<file path="src/rtl/byte_add_dma_pkg.sv">
// Shared types and lane arithmetic for the byte_add_dma engine.
package byte_add_dma_pkg;

  localparam int unsigned MAX_LANES = 128;

  typedef enum logic [1:0] {IDLE, XFER, DONE} state_t;

  function automatic logic [7:0] byte_op(input logic [7:0] b, input logic [7:0] addend,
                                         input logic sat);
    logic [8:0] sum;
    sum = {1'b0, b} + {1'b0, addend};
    return (sat && sum[8]) ? 8'hFF : sum[7:0];
  endfunction

  // Mask for the final word: low m lanes, or all lanes if the job was clipped or word-aligned.
  function automatic logic [MAX_LANES-1:0] last_be(input logic [7:0] m, input logic clipped);
    if (clipped || m == 8'd0) return '1;
    return (MAX_LANES'(1) << m) - MAX_LANES'(1);
  endfunction

endpackage

</file>
<file path="src/rtl/byte_add_dma_fifo.sv">
// Elastic buffer between read returns and the registered write stage.
module byte_add_dma_fifo #(
  parameter int unsigned WIDTH = 64,
  parameter int unsigned DEPTH = 4,
  localparam int unsigned AW   = $clog2(DEPTH)
) (
  input  logic             clk_i,
  input  logic             arst_n_i,
  input  logic             push_i,
  input  logic [WIDTH-1:0] data_i,
  input  logic             pop_i,
  output logic [WIDTH-1:0] data_o,
  output logic             empty_o,
  output logic [AW:0]      count_o
);

  logic [WIDTH-1:0] mem_q [DEPTH];
  logic [AW-1:0]    wr_ptr_q, wr_ptr_d, rd_ptr_q, rd_ptr_d;
  logic [AW:0]      count_q, count_d;
  logic             do_push, do_pop;

  assign empty_o = (count_q == '0);
  assign count_o = count_q;
  assign data_o  = mem_q[rd_ptr_q];

  always_comb begin
    do_push  = push_i && (count_q != (AW+1)'(DEPTH));
    do_pop   = pop_i && !empty_o;
    wr_ptr_d = wr_ptr_q + AW'(do_push);
    rd_ptr_d = rd_ptr_q + AW'(do_pop);
    count_d  = count_q + (AW+1)'(do_push) - (AW+1)'(do_pop);
  end

  always_ff @(posedge clk_i) begin
    if (do_push) mem_q[wr_ptr_q] <= data_i;
  end

  always_ff @(posedge clk_i or negedge arst_n_i) begin
    if (!arst_n_i) begin
      wr_ptr_q <= '0;
      rd_ptr_q <= '0;
      count_q  <= '0;
    end else begin
      wr_ptr_q <= wr_ptr_d;
      rd_ptr_q <= rd_ptr_d;
      count_q  <= count_d;
    end
  end

endmodule

</file>
<file path="src/rtl/byte_add_dma.sv">
// In-place per-byte add engine over Avalon-MM read/write masters.
// Define BYTE_ADD_DMA_STATS_EN to add the stat_words_o / stat_sat_o counters.
module byte_add_dma
  import byte_add_dma_pkg::*;
#(
  parameter int unsigned DATA_WIDTH = 64,
  parameter int unsigned ADDR_WIDTH = 10,
  parameter int unsigned BYTE_CNT   = DATA_WIDTH / 8,
  parameter int unsigned MAX_OUTST  = 4
) (
  input  logic                  clk_i,
  input  logic                  arst_n_i,
  input  logic                  run_i,
  input  logic [ADDR_WIDTH-1:0] base_addr_i,
  input  logic [ADDR_WIDTH-1:0] length_i,
  input  logic [7:0]            addend_i,
  input  logic                  sat_i,
  output logic                  waitrequest_o,
  output logic [ADDR_WIDTH-1:0] amm_rd_address_o,
  output logic                  amm_rd_read_o,
  input  logic [DATA_WIDTH-1:0] amm_rd_readdata_i,
  input  logic                  amm_rd_readdatavalid_i,
  input  logic                  amm_rd_waitrequest_i,
  output logic [ADDR_WIDTH-1:0] amm_wr_address_o,
  output logic                  amm_wr_write_o,
  output logic [DATA_WIDTH-1:0] amm_wr_writedata_o,
  output logic [BYTE_CNT-1:0]   amm_wr_byteenable_o,
  input  logic                  amm_wr_waitrequest_i
`ifdef BYTE_ADD_DMA_STATS_EN
  ,
  output logic [ADDR_WIDTH:0]   stat_words_o,
  output logic [15:0]           stat_sat_o
`endif
);

  localparam int unsigned CW = $clog2(MAX_OUTST);
  localparam int unsigned XW = ADDR_WIDTH + 2;
  localparam int unsigned NW = ADDR_WIDTH + 1;
  localparam logic [XW-1:0] BC_X    = XW'(BYTE_CNT);
  localparam logic [XW-1:0] SPACE_X = XW'(1) << ADDR_WIDTH;

  state_t                state_q, state_d;
  logic [ADDR_WIDTH-1:0] base_q, base_d;
  logic [NW-1:0]         words_q, words_d;
  logic [7:0]            rem_q, rem_d;
  logic                  clip_q, clip_d;
  logic [7:0]            addend_q, addend_d;
  logic                  sat_q, sat_d;
  logic [NW-1:0]         rd_cnt_q, rd_cnt_d;
  logic [NW-1:0]         ld_cnt_q, ld_cnt_d;
  logic [CW:0]           in_flight_q, in_flight_d;
  logic                  wr_valid_q, wr_valid_d;
  logic                  wr_last_q, wr_last_d;
  logic [ADDR_WIDTH-1:0] wr_addr_q, wr_addr_d;
  logic [DATA_WIDTH-1:0] wr_data_q, wr_data_d;
  logic [BYTE_CNT-1:0]   wr_be_q, wr_be_d;

  logic [XW-1:0]         len_x, base_x, words_raw;
  logic [NW-1:0]         words_n;
  logic                  clip_n;
  logic                  run_acc, credit, rd_req, rd_acc, rv_ok, wr_acc, load, ld_last;
  logic [BYTE_CNT-1:0]   ld_be;
  logic [DATA_WIDTH-1:0] ld_data;
  logic [DATA_WIDTH-1:0] fifo_dout;
  logic                  fifo_empty;
  logic [CW:0]           fifo_cnt;

  byte_add_dma_fifo #(
    .WIDTH (DATA_WIDTH),
    .DEPTH (MAX_OUTST)
  ) u_fifo (
    .clk_i    (clk_i),
    .arst_n_i (arst_n_i),
    .push_i   (rv_ok),
    .data_i   (amm_rd_readdata_i),
    .pop_i    (load),
    .data_o   (fifo_dout),
    .empty_o  (fifo_empty),
    .count_o  (fifo_cnt)
  );

  always_comb begin
    len_x     = XW'(length_i);
    base_x    = XW'(base_addr_i);
    words_raw = (len_x + BC_X - XW'(1)) / BC_X;
    clip_n    = (base_x + words_raw) > SPACE_X;
    words_n   = clip_n ? NW'(SPACE_X - base_x) : NW'(words_raw);
  end

  // Reads in flight plus buffered words never exceed the buffer depth, so pushes cannot overflow.
  always_comb begin
    run_acc = (state_q == IDLE) && run_i && (length_i != '0);
    credit  = ({1'b0, in_flight_q} + {1'b0, fifo_cnt}) < (CW+2)'(MAX_OUTST);
    rd_req  = (state_q == XFER) && (rd_cnt_q < words_q) && credit;
    rd_acc  = rd_req && !amm_rd_waitrequest_i;
    rv_ok   = amm_rd_readdatavalid_i && (in_flight_q != '0);
    wr_acc  = wr_valid_q && !amm_wr_waitrequest_i;
    load    = (state_q == XFER) && !fifo_empty && (!wr_valid_q || wr_acc);
    ld_last = (ld_cnt_q == words_q - NW'(1));
    ld_be   = ld_last ? BYTE_CNT'(last_be(rem_q, clip_q)) : '1;
  end

  always_comb begin
    ld_data = '0;
    for (int unsigned k = 0; k < BYTE_CNT; k++) begin
      ld_data[8*k +: 8] = byte_op(fifo_dout[8*k +: 8], addend_q, sat_q);
    end
  end

  always_comb begin
    state_d     = state_q;
    base_d      = base_q;
    words_d     = words_q;
    rem_d       = rem_q;
    clip_d      = clip_q;
    addend_d    = addend_q;
    sat_d       = sat_q;
    rd_cnt_d    = rd_cnt_q;
    ld_cnt_d    = ld_cnt_q;
    in_flight_d = in_flight_q;
    wr_valid_d  = wr_valid_q;
    wr_last_d   = wr_last_q;
    wr_addr_d   = wr_addr_q;
    wr_data_d   = wr_data_q;
    wr_be_d     = wr_be_q;
    unique case (state_q)
      IDLE: begin
        if (run_acc) begin
          base_d      = base_addr_i;
          words_d     = words_n;
          rem_d       = 8'(len_x % BC_X);
          clip_d      = clip_n;
          addend_d    = addend_i;
          sat_d       = sat_i;
          rd_cnt_d    = '0;
          ld_cnt_d    = '0;
          in_flight_d = '0;
          state_d     = XFER;
        end
      end
      XFER: begin
        rd_cnt_d    = rd_cnt_q + NW'(rd_acc);
        in_flight_d = in_flight_q + (CW+1)'(rd_acc) - (CW+1)'(rv_ok);
        if (load) begin
          wr_valid_d = 1'b1;
          wr_last_d  = ld_last;
          wr_addr_d  = base_q + ld_cnt_q[ADDR_WIDTH-1:0];
          wr_data_d  = ld_data;
          wr_be_d    = ld_be;
          ld_cnt_d   = ld_cnt_q + NW'(1);
        end else if (wr_acc) begin
          wr_valid_d = 1'b0;
        end
        if (wr_acc && wr_last_q) state_d = DONE;
      end
      DONE:    state_d = IDLE;
      default: state_d = IDLE;
    endcase
  end

  always_ff @(posedge clk_i or negedge arst_n_i) begin
    if (!arst_n_i) begin
      state_q     <= IDLE;
      base_q      <= '0;
      words_q     <= '0;
      rem_q       <= '0;
      clip_q      <= 1'b0;
      addend_q    <= '0;
      sat_q       <= 1'b0;
      rd_cnt_q    <= '0;
      ld_cnt_q    <= '0;
      in_flight_q <= '0;
      wr_valid_q  <= 1'b0;
      wr_last_q   <= 1'b0;
      wr_addr_q   <= '0;
      wr_data_q   <= '0;
      wr_be_q     <= '0;
    end else begin
      state_q     <= state_d;
      base_q      <= base_d;
      words_q     <= words_d;
      rem_q       <= rem_d;
      clip_q      <= clip_d;
      addend_q    <= addend_d;
      sat_q       <= sat_d;
      rd_cnt_q    <= rd_cnt_d;
      ld_cnt_q    <= ld_cnt_d;
      in_flight_q <= in_flight_d;
      wr_valid_q  <= wr_valid_d;
      wr_last_q   <= wr_last_d;
      wr_addr_q   <= wr_addr_d;
      wr_data_q   <= wr_data_d;
      wr_be_q     <= wr_be_d;
    end
  end

  assign waitrequest_o       = (state_q != IDLE);
  assign amm_rd_read_o       = rd_req;
  assign amm_rd_address_o    = base_q + rd_cnt_q[ADDR_WIDTH-1:0];
  assign amm_wr_write_o      = wr_valid_q;
  assign amm_wr_address_o    = wr_addr_q;
  assign amm_wr_writedata_o  = wr_data_q;
  assign amm_wr_byteenable_o = wr_be_q;

`ifdef BYTE_ADD_DMA_STATS_EN
  logic [ADDR_WIDTH:0] stat_words_q, stat_words_d;
  logic [15:0]         stat_sat_q, stat_sat_d, sat_lanes;

  // Clamped lanes are counted when a word enters the write stage.
  always_comb begin
    sat_lanes = '0;
    for (int unsigned k = 0; k < BYTE_CNT; k++) begin
      if (ld_be[k] && sat_q && (({1'b0, fifo_dout[8*k +: 8]} + {1'b0, addend_q}) > 9'h0FF))
        sat_lanes = sat_lanes + 16'd1;
    end
    stat_words_d = stat_words_q;
    stat_sat_d   = stat_sat_q;
    if (run_acc) begin
      stat_words_d = '0;
      stat_sat_d   = '0;
    end else begin
      if (wr_acc) stat_words_d = stat_words_q + NW'(1);
      if (load)   stat_sat_d   = stat_sat_q + sat_lanes;
    end
  end

  always_ff @(posedge clk_i or negedge arst_n_i) begin
    if (!arst_n_i) begin
      stat_words_q <= '0;
      stat_sat_q   <= '0;
    end else begin
      stat_words_q <= stat_words_d;
      stat_sat_q   <= stat_sat_d;
    end
  end

  assign stat_words_o = stat_words_q;
  assign stat_sat_o   = stat_sat_q;
`endif

endmodule

</file>
<file path="config.mk">
export PLATFORM = sky130hd
export DESIGN_NAME = byte_add_dma
export DESIGN_NICKNAME = d
export VERILOG_FILES = /design/src/rtl/byte_add_dma_pkg.sv /design/src/rtl/byte_add_dma_fifo.sv /design/src/rtl/byte_add_dma.sv
export SDC_FILE = /design/constraint.sdc
export NUM_CORES = 1
export LEC_CHECK = 0
export BUFFER_PORTS_ARGS = -buffer_cell sky130_fd_sc_hd__clkbuf_2
export CAP_MARGIN = 20
export CORE_AREA = 2 2 198 200
export CTS_CLUSTER_SIZE = 25
export DETAILED_ROUTE_END_ITERATION = 7
export DIE_AREA = 0 0 200 202
export PLACE_DENSITY_LB_ADDON = 0.15
export SLEW_MARGIN = 20
export SYNTH_ARGS = -nofsm -noshare
export SYNTH_HDL_FRONTEND = slang
export SYNTH_SLANG_ARGS = --single-unit
</file>
<file path="constraint.sdc">
create_clock -name clk_i -period 14 [get_ports clk_i]
set_input_delay 0.7 -clock clk_i [delete_from_list [all_inputs] [get_ports clk_i]]
set_output_delay 0.7 -clock clk_i [all_outputs]
set_load 0.01 [all_outputs]
</file>
# After elaboration in Yosys (flattened, before gate mapping)
# Memories as Yosys holds them, arrays and structs flattened.
# Cells that the tools add are included.
op_classes:
  n_reduce_logical: 40
  magnitude_cmp: 3
  n_shift: 1
  n_mux: 26
  eq_ne: 6
  addsub: 25
ops:
  columns: ["operator", "count"]
  rows:
  - ["8-bit 2-to-1 mux", 11]
  - ["8-bit by 8-bit adder with 9-bit output", 8]
  - ["11-bit one-hot mux with 2 select lines", 2]
  - ["11-bit 2-to-1 mux", 3]
  - ["10-bit adder", 2]
  - ["1-bit logical AND", 20]
  - ["11-bit by 1-bit subtractor with 12-bit output, second input constant", 1]
  - ["10-bit by 4-bit adder with 11-bit output, second input constant", 1]
  - ["10-bit by 9-bit adder with 11-bit output", 1]
  - ["11-bit by 1-bit adder with 11-bit output", 1]
  - ["11-bit by 1-bit adder with 11-bit output, second input constant", 1]
  - ["11-bit equality test", 1]
  - ["11-bit greater-than comparator, second input constant", 1]
  - ["11-bit less-than comparator", 1]
  - ["11-bit by 1-bit subtractor with 11-bit output, second input constant", 1]
  - ["11-bit by 10-bit subtractor with 11-bit output, first input constant", 1]
  - ["2-bit AND reduction", 5]
  - ["10-bit nonzero test", 1]
  - ["8-bit zero test", 1]
  - ["1-bit by 3-bit << shifter with 8-bit output, first input constant", 1]
  - ["8-bit by 2-bit subtractor with 8-bit output, second input constant", 1]
  - ["3-bit by 1-bit adder with 3-bit output", 2]
  - ["3-bit one-hot mux with 2 select lines", 1]
  - ["2-bit nonzero test", 3]
  - ["other kinds (18)", 30]
word_totals:
  mem_count: 1
  ram_bits: 256
  regBits: 152
  output_inout_bits: 95
  inputBits: 99
memory_table:
  columns: ["name", "depth", "word_bits", "rd", "rd_ports_with_merged_regs", "wr", "line_no", "rtl"]
  rows:
  - ["u_fifo.mem_q", 4, 64, 1, 0, 1, "byte_add_dma_fifo.sv:17", "logic [WIDTH-1:0] mem_q [DEPTH];"]

# Logic depth before layout (Yosys ltp)
# Gate-level depths: netlist of the first run.
logic_depth:
  word_depth: 7
  ltp_mapped: 16
  depth_no_buf: 16

# Cells and area by module
# A second synthesis of the first run with hierarchy kept.
hier_totals:
  hier_cells: 1565
  area_unflattened_um2: 19927.9
by_module_without_submodules:
  columns: ["mod", "instances", "cells_per_inst", "seq_area_each_um2", "area_each_um2"]
  rows:
  - ["byte_add_dma", 1, 1200, 3628.5, 10309.9]
  - ["byte_add_dma_fifo", 1, 365, 7862.5, 9618.0]

# Worst setup path before layout of the first run
# OpenSTA, ideal clock, no wires.
synth_timing:
  path_type: "input to register"
  startpoint: "input port amm_rd_readdatavalid_i"
  endpoint: "memory u_fifo.mem_q[0][0] (enable)"
  path_slack_ps: 7636
  setup_time_ps: 578
  required_ps: 13422
  stages: 3
  path_buffers: 0
  arrival_ps: 5786
  cell_sequence: "o31ai_1 a21oi_1 nor3b_1"
synth_via:
  elab_chain_len: 4
synth_lines:
  columns: ["element", "line_no", "rtl"]
  rows:
  - ["start: declaration", "byte_add_dma.sv:22", "input logic amm_rd_readdatavalid_i,"]
  - ["1-bit logical AND", "byte_add_dma.sv:96", "rv_ok = amm_rd_readdatavalid_i && (in_flight_q != '0);"]
  - ["1-bit logical AND", "byte_add_dma_fifo.sv:27", "do_push = push_i && (count_q != (AW+1)'(DEPTH));"]
  - ["1-bit 2-to-1 mux", "byte_add_dma_fifo.sv:35", "if (do_push) mem_q[wr_ptr_q] <= data_i;"]
  - ["1-bit 2-to-1 mux (implied by the code)", "byte_add_dma_fifo.sv:35", null]
  - ["end: declaration", "byte_add_dma_fifo.sv:17", null]
# Every way passes these cells.

# Worst setup path after layout of the first run
layout_timing:
  startpoint: "register u_fifo.rd_ptr_q[0]"
  endpoint: "register wr_data_q[34], in the netlist amm_wr_writedata_o[34]"
layout_via:
  elab_chain_len: 4
layout_lines:
  columns: ["element", "line_no", "rtl"]
  rows:
  - ["start: declaration", "byte_add_dma_fifo.sv:18", "logic [AW-1:0] wr_ptr_q, wr_ptr_d, rd_ptr_q, rd_ptr_d;"]
  - ["start signal: assignment", "byte_add_dma_fifo.sv:45", "rd_ptr_q <= rd_ptr_d;"]
  - ["memory read 4 x 64 bit (*)", null, null]
  - ["8-bit by 8-bit adder with 9-bit output (*)", "byte_add_dma_pkg.sv:11", "sum = {1'b0, b} + {1'b0, addend};"]
  - ["1-bit logical AND", "byte_add_dma_pkg.sv:12", "return (sat && sum[8]) ? 8'hFF : sum[7:0];"]
  - ["8-bit 2-to-1 mux (*)", "byte_add_dma_pkg.sv:12", null]
  - ["end signal: assignment", "byte_add_dma.sv:192", "wr_data_q <= wr_data_d;"]
  - ["end: declaration", "byte_add_dma.sv:55", "logic [DATA_WIDTH-1:0] wr_data_q, wr_data_d;"]
# Mark *: on every way between the ends. The rest lies on a longest branch, timed or not.
# A chain may end at the register's enable or synchronous reset.

==> impl_metrics.csv, run 1 <==
group,metric,value,unit
critical_path,crit-reg2reg-capture,"amm_wr_writedata_o[34]",
synth,yosysUniqueCellTypes,68,
floorplan,chipWidth,200,microns
clock_network,ctsResizeCount,0,
drt,drt_wl_total,49900,microns
critical_path,critPathMaxFanout,35,
min_path,hold_path.class,"primary input to async pin",
critical_path,r2r_slack,9.95,ns
synth,postSynth.asyncResetShare,0.373,
timing,period_needed,4.05,ns
synth,cells_taking_the_most_area_after_synthesis,"edfxtp_1 (38%), dfrtp_1 (19%), mux4_2 (7.2%)",
clock_network,clk_latency,0.59,ns
drt,drt-wirelength-per-cell,21.2,microns
run,cap_violations,0,
finish,finalNetCount,2020,
critical_path,cp-end-kind,"flip-flop",
timing,total_setup_violations_reported_at_the_end_of_the_flow,0,
synth,synth_edf_count,256,
grt,global_route_total_usage_across_every_layer,0.254,
critical_path,worst_ep_required_time,14.46,ns
floorplan,effective_utilization_at_floorplan,0.523,
timing,whs,0.193,ns
synth,syn_avg_cell_area,12.5,sq um
drt,antenna_viol_nets_final,0,
clock_network,htreeDepth,2,
floorplan,die_y,202,microns
power_and_ir_drop,vdd_ir_max,0.115,mV
timing,slew_viol_final,0,
outcome,run_status,"completed",
synth,synthesized_instance_count,1597,
clock_network,tritoncts_num_sinks,408,
finish,nFillCells,3072,
power_and_ir_drop,power.leakage,9.34,nW
timing,final_hold_viol_count,0,
clock_network,clk_pin_slew,0.06,ns
synth,synth_flop_cell,"edfxtp_1",
timing,clock-skew-final,0.0272,ns
finish,drive_gt1_frac,0.200,
clock_network,cts_made_buffers,44,
timing,tns,0,ns
floorplan,floorplan.core_area,0.0383,sq mm
grt,grt_overflow,0,
power_and_ir_drop,powerDensity,195,mW/mm^2
synth,yosys_warnings,0,
finish,layoutNonFillerInstCount,2353,
drt,detail_route.drc_violations,0,
clock_network,max-clock-path-buffers,3,
drt,avgViaCountPerCell,5.75,
drt,first_pass_iters,6,
clock_network,cts-hold-fix-buffers,0,
synth,synth-seq-cells,408,
placed_design,port_buffers,193,
synth,mappedNetlistArea,0.0200,sq mm
clock_network,root_buffer,"clkbuf_16",
critical_path,worstSetupEndpoint,"amm_wr_writedata_o[34]",
drt,routed_via_count,13524,
critical_path,criticalPathCategory,"flip-flop to flip-flop",
synth,synth_sequential_area_ratio,0.574,
timing,timing.final.crit_share,0.289,
clock_network,post_cts_setup_buffer_count,0,
floorplan,area_of_the_die,0.0404,sq mm
timing,worst_tran_pin_value,1.04,ns
critical_path,r2r-start,"u_fifo.rd_ptr_q[0]",
clock_network,cts_tree,"yes",
critical_path,timing.reg2reg.worst_path_depth,11,
critical_path,worstPathArrival,4.51,ns
floorplan,core.rowCount,72,
drt,drt_iter0_markers,940,
power_and_ir_drop,finalPower,4.48,mW
placed_design,dp.final_hpwl,32700,microns
timing,fmax,0.247,GHz
finish,areaGrowthSynthToFinish,15.0,%
grt,grt_start_max_net_pins,91,
placed_design,routabilityCongestion,0.876,
synth,syn-num-nets,1824,
grt,grt_pass1_vias,13587,
grt,first_pass_grt_wire_length,77100,microns
critical_path,timing.critical_path.from_type,"flip-flop",
timing,slew-limit-headroom,0.305,
floorplan,top_level_ports,194,
timing,rsz_0062_raised_after_global_routing,"no",
placed_design,post-place-cells,2264,
synth,synthDominantCellAreaShare,0.384,
synth,yosysTopAreaCell,"edfxtp_1",
grt,number_of_antenna_violations_at_the_first_check_in_global_routing,11,
critical_path,critical_path.startpoint,"u_fifo.rd_ptr_q[0]",
## Yosys cell counts (5+ instances only)
cell type  count
a211oi_1       7
nand2_1      214
nor3_1        22
o21ba_2        5
and3_1         8
clkbuf_1      42
nand4_1       12
a21oi_1       81
or2_2          8
dfrtp_1      152
nor2b_1        9
o22a_1         9
mux4_2        64
xnor2_1       41
nand3_1       26
fa_1          13
nor3b_1        6
buf_1         10
o2111ai_1      9
nor2_1        97
a21o_1         5
or3_1         11
o21bai_1      13
inv_1         67
nand2b_1       9
edfxtp_1     256
o211ai_1       7
o31a_1        15
ha_1         115
o21ai_0      124
o21a_1        25
xor2_1        48
o31ai_1        8
## sequential cells by signal (all words and copies together), names as in the netlist, 8 cells and up
name,flops
amm_wr_byteenable_o,8
u_fifo.mem_q,256
amm_wr_address_o,10
words_q,11
ld_cnt_q,11
rd_cnt_q,11
addend_q,8
amm_wr_writedata_o,64
base_q,10
## power breakdown
part           internal (mW)  switching (mW)
logic                  0.673           0.868
clock network          0.672           0.489
registers               1.59           0.189
## final cells by class
| type | count | area, sq um | share of cell area |
|---|---|---|---|
| Antenna cell | 7 | 17.5 | 0.000761 |
| Clock buffer | 59 | 1220 | 0.0529 |
| Clock inverter | 22 | 230 | 0.0100 |
| Inverter | 68 | 260 | 0.0113 |
| Multi-Input combinational cell | 1065 | 8080 | 0.351 |
| Sequential cell | 408 | 11500 | 0.499 |
| Tap cell | 518 | 648 | 0.0281 |
| Timing Repair Buffer | 206 | 1080 | 0.0470 |
## cells by family after synthesis
family | count (synthesis) | share of synthesized area
AND/OR/NAND/NOR | 443 | 0.0997
flip-flops | 408 | 0.574
AO/OA/AOI/OAI | 339 | 0.105
adder cells (fa/ha/maj) | 128 | 0.0849
buffers and inverters | 124 | 0.0245
XOR/XNOR | 89 | 0.0389
multiplexers | 66 | 0.0731
## stage by stage
stage	worst slack [ns]	util	cell area, sq um
floorplan	7.64	-	20000
global placement	9.76	0.563	21500
detailed placement	9.73	0.563	21500
CTS	9.91	0.601	23000
global route	9.57	0.602	23000
finish	9.95	0.602	23000
## layer usage
metal	track usage	wire length (microns)	up-vias
met5	0.0123	50	-
met2	0.429	25200	420
met4	0.0844	1200	8
li1	-	-	6307
met3	0.0492	3170	84
met1	0.329	20200	6705
## layout by cell type, fill, tap and decap left out, drive strengths merged, types with 26 or more instances in the layout
cell type,count
dfrtp,152
xor2,48
nor2,97
ha,115
nand2,214
o21ai,125
inv,69
xnor2,41
clkbuf,251
a21oi,81
mux4,64
nand3,26
edfxtp,256
## how the worst min path moves through the flow
stage	endpoint	from	slack, ns
after floorplan	addend_q[0]	arst_n_i	0.40
after global placement	amm_wr_writedata_o[11]	amm_wr_writedata_o[11]	0.45
after detailed placement	amm_wr_writedata_o[48]	amm_wr_writedata_o[48]	0.46
after CTS	amm_wr_address_o[1]	arst_n_i	0.23
after global routing	rem_q[0]	arst_n_i	0.25
final	rem_q[2]	arst_n_i	0.19
## worst max-delay path: stages, from the launching register on
cell,delay (ns)
dfrtp_4,0.95
buf_4,0.66
mux4_2,0.58
ha_1,0.21
inv_1,0.08
fa_1,0.21
nor2b_1,0.07
o31a_1,0.27
o21ba_2,0.21
o31a_1,0.33
o21ai_0,0.24
nand2_1,0.08
No activity file was read; power rests on OpenSTA's default activity.
==> run 2: changes to the inputs <==
==> constraint.sdc (replaced) <==
create_clock -name clk_i -period 3.9 [get_ports clk_i]
set_input_delay 0.195 -clock clk_i [delete_from_list [all_inputs] [get_ports clk_i]]
set_output_delay 0.195 -clock clk_i [all_outputs]
set_load 0.01 [all_outputs]
==> run 2 against run 1 <==
Global-route usage increased by 0.22 points. Via count is 3.6% higher. Power grew to 3.6 times the previous value. Critical path depth is 1 higher. Clock skew decreased by 0.0049 ns. Core utilization rose by 2.9 points. Wire length increased by 0.65%. Largest cell class unchanged. Count of clock-buffer cells in the layout increased by 6. Die area unchanged. First-iteration DRC count is 5.5% lower. Non-clock buffer count rose by 106. Setup slack lost 9.8 ns. Largest power group unchanged.
==> impl_metrics.csv, run 2 (synthesis results as in run 1) <==
group,metric,value,unit
grt,first_pass_grt_wire_length,78500,microns
timing,clock-skew-final,0.0222,ns
placed_design,preCtsSetupSlack,0.229,ns
finish,mostFrequentLayoutCells,"edfxtp_1 (256), nand2_1 (214), clkbuf_2 (192)",
clock_network,cts_tree,"yes",
grt,grt_start_max_net_pins,80,
critical_path,crit_top_cell,"xor2_1",
power_and_ir_drop,power.share.sequential,0.388,
grt,global_route_total_usage_across_every_layer,0.256,
placed_design,placed_area,0.0218,sq mm
timing,period_needed,3.76,ns
power_and_ir_drop,vdd_ir_max,0.526,mV
timing,total_setup_violations_reported_at_the_end_of_the_flow,0,
critical_path,worst-path-buf-inv,2,
clock_network,clk_pin_slew,0.06,ns
critical_path,critPathMaxFanout,5,
power_and_ir_drop,power.leakage,9.82,nW
drt,drt_wl_total,50200,microns
critical_path,worstPathArrival,4.18,ns
run,cap_violations,0,
timing,slew_viol_final,0,
clock_network,root_buffer,"clkbuf_16",
floorplan,area_of_the_die,0.0404,sq mm
floorplan,top_level_ports,194,
timing,slew-limit-headroom,0.248,
finish,nFillCells,3002,
floorplan,chipWidth,200,microns
timing,whs,0.0749,ns
clock_network,max-clock-path-buffers,3,
power_and_ir_drop,powerDensity,677,mW/mm^2
floorplan,floorplan.core_area,0.0383,sq mm
floorplan,effective_utilization_at_floorplan,0.523,
placed_design,port_buffers,193,
clock_network,cts_made_buffers,44,
critical_path,timing.critical_path.max_delay_family,"simple AND/OR/NAND/NOR gates",
timing,worst_tran_pin_value,1.12,ns
timing,rsz_0062_raised_after_global_routing,"no",
placed_design,dp.final_hpwl,33800,microns
drt,detail_route.drc_violations,0,
finish,finalNetCount,2126,
timing,tns,0,ns
floorplan,core.rowCount,72,
power_and_ir_drop,comb_power_share,0.356,
critical_path,critPathMaxStageDelay,0.55,ns
finish,areaGrowthSynthToFinish,20.5,%
clock_network,ctsResizeCount,0,
power_and_ir_drop,internal-power,10.8,mW
clock_network,htreeDepth,2,
timing,timing.final.crit_share,0.964,
grt,grt_overflow,0,
timing,final_hold_viol_count,0,
power_and_ir_drop,clockPowerShare,0.257,
finish,largest_register_ff_count,256,
power_and_ir_drop,sw_frac_of_total,0.337,
min_path,hold_path.class,"primary input to flip-flop",
critical_path,timing.critical_path.slowest_stage_cell,"or4_1",
outcome,run_status,"completed",
placed_design,post-place-cells,2285,
critical_path,timing.critical_path.from_type,"primary input",
drt,first_pass_iters,5,
timing,fmax,0.266,GHz
power_and_ir_drop,netSwitchingPower,5.51,mW
critical_path,worst_ep_required_time,4.32,ns
drt,avgViaCountPerCell,5.70,
finish,final_core_utilization,0.630,
finish,final_design_area_no_fill,0.0241,sq mm
critical_path,criticalPathCategory,"primary input to flip-flop",
drt,antenna_viol_nets_final,0,
finish,most_common_library_cell_in_the_layout_ignoring_fill_and_taps,"edfxtp_1",
timing,setup_ws,0.141,ns
grt,number_of_antenna_violations_at_the_first_check_in_global_routing,4,
drt,drt-wirelength-per-cell,20.4,microns
placed_design,routabilityCongestion,0.868,
finish,layoutNonFillerInstCount,2456,
floorplan,die_y,202,microns
clock_network,tritoncts_num_sinks,408,
power_and_ir_drop,finalPower,16.3,mW
finish,drive_gt1_frac,0.196,
critical_path,cp-end-kind,"flip-flop",
clock_network,clk_latency,0.57,ns
drt,drt_iter0_markers,888,
drt,routed_via_count,14009,
finish,largest_register,"u_fifo.mem_q",
critical_path,worstPathCellList,"dlygate4sd3_1 > clkbuf_2 > or3_1 > xor2_1 > ha_1 > fa_1 > xor2_1 > a2111oi_0 > nand3_1 > or4_1 > o2111ai_1 > or3b_2",
grt,grt_pass1_vias,14479,
[run 2: cell count changes in the layout (fill, tap and decap cells not counted), moves of 4 or more]
cell	delta
clkinv_2	-4
diode_2	-4
dlygate4sd3_1	+86
clkbuf_8	-4
clkbuf_1	+9
buf_4	+12
buf_12	+8
[run 2: final cells by class]
type	instances	area, sq um	share of cell area
clock inverters	17	218	0.00902
well taps	518	648	0.0269
flip-flops and latches	408	11500	0.476
multi-input cells	1065	8090	0.335
diodes	3	7.51	0.000311
inverters	68	260	0.0108
repair buffers	312	2190	0.0909
clock buffers	65	1220	0.0506
[run 2: layer usage]
layer | vias to the layer above | wire (microns) | global-route usage
met1 | 6917 | 20700 | 0.330
met3 | 115 | 2600 | 0.0359
met2 | 461 | 24900 | 0.434
met5 | - | 13 | 0
li1 | 6514 | - | -
met4 | 2 | 1950 | 0.112
[run 2: power by group through the flow]
stage | Clock [mW] | Sequential, mW | Combinational, mW
after floorplan | 0 | 6.35 | 3.84
after global placement | 0 | 6.38 | 5.66
after detailed placement | 0 | 6.43 | 5.77
after CTS | 4.27 | 6.35 | 5.88
after global routing | 4.43 | 6.45 | 6.47
final | 4.20 | 6.33 | 5.82
[run 2: what timing repair did]
| item | in CTS | in global routing |
|---|---|---|
| hold buffers | 86 | 0 |
| endpoints found under the hold margin | 350 | 0 |
| endpoints found under the setup margin | 0 | 0 |
| setup buffers | 0 | 0 |
[run 2: worst paths after layout]
path | depth (start not counted) | start | slack [ns] | endpoint
worst max-delay path | 12 | length_i[2] | 0.14 | words_q[1]
worst min-delay path | 3 | base_addr_i[1] | 0.07 | base_q[1]
worst max register to register | 11 | u_fifo.rd_ptr_q[0] | 0.52 | amm_wr_writedata_o[20]
worst min register to register | 2 | amm_wr_writedata_o[4] | 0.46 | amm_wr_writedata_o[4]
max in group asynchronous | 3 | arst_n_i | 2.75 | amm_wr_writedata_o[49]
min in group asynchronous | 2 | arst_n_i | 0.26 | rem_q[1]
[run 2: tightest hold or removal path: cells and delay by family]
family / cells / cell delay, ns
AO/OA/AOI/OAI: 1 / 0.09
buffers and inverters: 1 / 0.16
AND/OR/NAND/NOR: 1 / 0.13
==> run 3: changes to the inputs <==
--- a/config.mk
+++ b/config.mk
@@ -11,7 +11,7 @@
 export CTS_CLUSTER_SIZE = 25
 export DETAILED_ROUTE_END_ITERATION = 7
 export DIE_AREA = 0 0 200 202
-export PLACE_DENSITY_LB_ADDON = 0.15
+export PLACE_DENSITY = 0.8
 export SLEW_MARGIN = 20
 export SYNTH_ARGS = -nofsm -noshare
 export SYNTH_HDL_FRONTEND = slang
==> run 3 against run 2 <==
Critical path depth unchanged. Setup slack better by 0.12 ns. Core utilization up 0.091 points. Wire length up 1.8%. Non-clock buffer count unchanged. Clock power up 3%. Die area unchanged. Register-to-register slack worse by 0.09 ns. Power up 1.3%. First-iteration DRC count up 15%. Sequential power about the same. Largest cell class unchanged. Highest routed layer is now met4.
==> impl_metrics.csv, run 3 (synthesis results as in run 1) <==
group,metric,value,unit
grt,global_route.usage.met3,0.0441,
timing,period_needed,3.64,ns
critical_path,critical_path.startpoint,"length_i[2]",
timing,whs,0.0648,ns
timing,tns,0,ns
clock_network,post_cts_setup_buffer_count,0,
timing,slew_viol_final,0,
timing,clock-skew-final,0.0134,ns
power_and_ir_drop,netSwitchingPower,5.69,mW
floorplan,top_level_ports,194,
clock_network,tritoncts_num_sinks,408,
finish,drive_gt1_frac,0.202,
critical_path,crit-reg2reg-capture,"amm_wr_writedata_o[6]",
placed_design,routabilityCongestion,0.881,
drt,drt_iter0_markers,1024,
min_path,timing.hold.worst_path_depth,3,
critical_path,cp-end-kind,"flip-flop",
timing,slew-limit-headroom,0.357,
grt,gr-usage-met1,0.328,
drt,first_pass_iters,5,
drt,detail_route.drc_violations,0,
grt,grt_overflow,0,
finish,final_design_area_no_fill,0.0242,sq mm
critical_path,r2r_slack,0.43,ns
floorplan,chipWidth,200,microns
drt,drt_wl_total,51100,microns
grt,global_route_total_usage_across_every_layer,0.259,
grt,grt_start_max_net_pins,79,
clock_network,cts_tree,"yes",
floorplan,die_y,202,microns
floorplan,effective_utilization_at_floorplan,0.523,
power_and_ir_drop,comb_power_share,0.356,
timing,timing.final.crit_share,0.933,
finish,layoutNonFillerInstCount,2452,
clock_network,cts_made_buffers,43,
grt,met2_usage,0.441,
floorplan,floorplan.core_area,0.0383,sq mm
drt,drt-wirelength-per-cell,20.8,microns
critical_path,worstPathArrival,4.08,ns
clock_network,ctsResizeCount,0,
finish,nFillCells,2792,
clock_network,root_buffer,"clkbuf_16",
min_path,worst_hold_launch,"base_addr_i[0]",
finish,largest_register_ff_count,256,
timing,worst_tran_pin_value,0.964,ns
power_and_ir_drop,power.leakage,9.85,nW
grt,first_pass_grt_wire_length,80000,microns
floorplan,area_of_the_die,0.0404,sq mm
timing,fmax,0.275,GHz
power_and_ir_drop,power.share.sequential,0.383,
critical_path,worst_ep_required_time,4.34,ns
placed_design,placed_area,0.0218,sq mm
placed_design,port_buffers,193,
timing,setup_ws,0.263,ns
grt,grt_pass1_vias,14652,
min_path,hold_path.class,"primary input to flip-flop",
clock_network,htreeDepth,2,
power_and_ir_drop,sw_frac_of_total,0.343,
drt,avgViaCountPerCell,5.82,
critical_path,timing.critical_path.from_type,"primary input",
clock_network,clk_pin_slew,0.06,ns
finish,largest_register,"u_fifo.mem_q",
clock_network,clk_latency,0.58,ns
placed_design,preCtsSetupSlack,0.282,ns
critical_path,timing.reg2reg.worst_path_depth,9,
critical_path,criticalPathCategory,"primary input to flip-flop",
finish,mostFrequentLayoutCells,"edfxtp_1 (256), nand2_1 (214), clkbuf_2 (192)",
timing,final_hold_viol_count,0,
power_and_ir_drop,clockPowerShare,0.261,
timing,total_setup_violations_reported_at_the_end_of_the_flow,0,
critical_path,critPathMaxFanout,6,
placed_design,dp.final_hpwl,34100,microns
min_path,timing.hold.worst_endpoint,"base_q[0]",
outcome,run_status,"completed",
drt,antenna_viol_nets_final,0,
floorplan,core.rowCount,72,
critical_path,r2r-start,"u_fifo.rd_ptr_q[0]",
finish,finalNetCount,2125,
placed_design,post-place-cells,2285,
grt,grt-busiest-layer,"met2",
power_and_ir_drop,powerDensity,685,mW/mm^2
clock_network,max-clock-path-buffers,3,
power_and_ir_drop,vdd_ir_max,0.580,mV
timing,rsz_0062_raised_after_global_routing,"no",
grt,number_of_antenna_violations_at_the_first_check_in_global_routing,1,
drt,routed_via_count,14277,
finish,areaGrowthSynthToFinish,20.7,%
power_and_ir_drop,internal-power,10.9,mW
finish,most_common_library_cell_in_the_layout_ignoring_fill_and_taps,"edfxtp_1",
run,cap_violations,0,
-- run 3: cell count changes in the layout (fill, tap and decap cells not counted), sizes merged --
cell,change
bufinv,+1
clkbuf,-13
clkinv,+5
clkinvlp,+3
diode,-2
inv,+2
-- run 3: worst max-delay path: stages --
cell	delay, ns
dlygate4sd3_1	0.54
clkbuf_2	0.12
or3_1	0.49
xor2_1	0.21
ha_1	0.24
fa_1	0.41
xor2_1	0.17
a2111oi_0	0.35
nand3_1	0.15
or4_1	0.54
o2111ai_1	0.22
or3b_2	0.45
-- run 3: power groups by stage --
stage | logic [mW] | registers [mW] | clock network, mW
2_1_floorplan | 3.84 | 6.35 | 0
3_3_place_gp | 5.57 | 6.36 | 0
3_5_place_dp | 5.76 | 6.41 | 0
4_1_cts | 5.90 | 6.34 | 4.38
5_1_grt | 6.51 | 6.45 | 4.54
6_report | 5.89 | 6.34 | 4.32
-- run 3: how the worst max path moves through the flow --
stage	to	slack [ns]	depth (start not counted)
detailed placement	words_q[1]	0.28	11
global placement	words_q[1]	0.32	11
finish	words_q[1]	0.26	12
CTS	words_q[1]	0.32	12
floorplan	u_fifo.mem_q[0][0]	0.05	3
global route	words_q[1]	0.08	12
-- run 3: metrics by stage --
step           total power [mW]   util
2_1_floorplan              10.2      -
3_3_place_gp               11.9  0.568
3_5_place_dp               12.2  0.569
4_1_cts                    16.6  0.631
5_1_grt                    17.5  0.631
6_report                   16.6  0.631
-- run 3: cell type report --
type | instances | area [sq um] | area share
Antenna cell | 1 | 2.50 | 0.000104
Clock buffer | 52 | 1180 | 0.0489
Clock inverter | 28 | 328 | 0.0136
Inverter | 68 | 260 | 0.0108
Multi-Input combinational cell | 1065 | 8090 | 0.335
Sequential cell | 408 | 11500 | 0.476
Tap cell | 518 | 648 | 0.0268
Timing Repair Buffer | 312 | 2160 | 0.0895
-- run 3: what timing repair did --
action / CTS / global route
endpoints found under the hold margin: 327 / 0
setup endpoints to repair: 0 / 0
hold buffers: 86 / 0
-- run 3: metal layers --
layer | vias to the layer above | part of all wire
li1 | 6519 | -
met1 | 7038 | 0.39
met2 | 596 | 0.50
met3 | 124 | 0.072
met4 | 0 | 0.037
met5 | - | 0
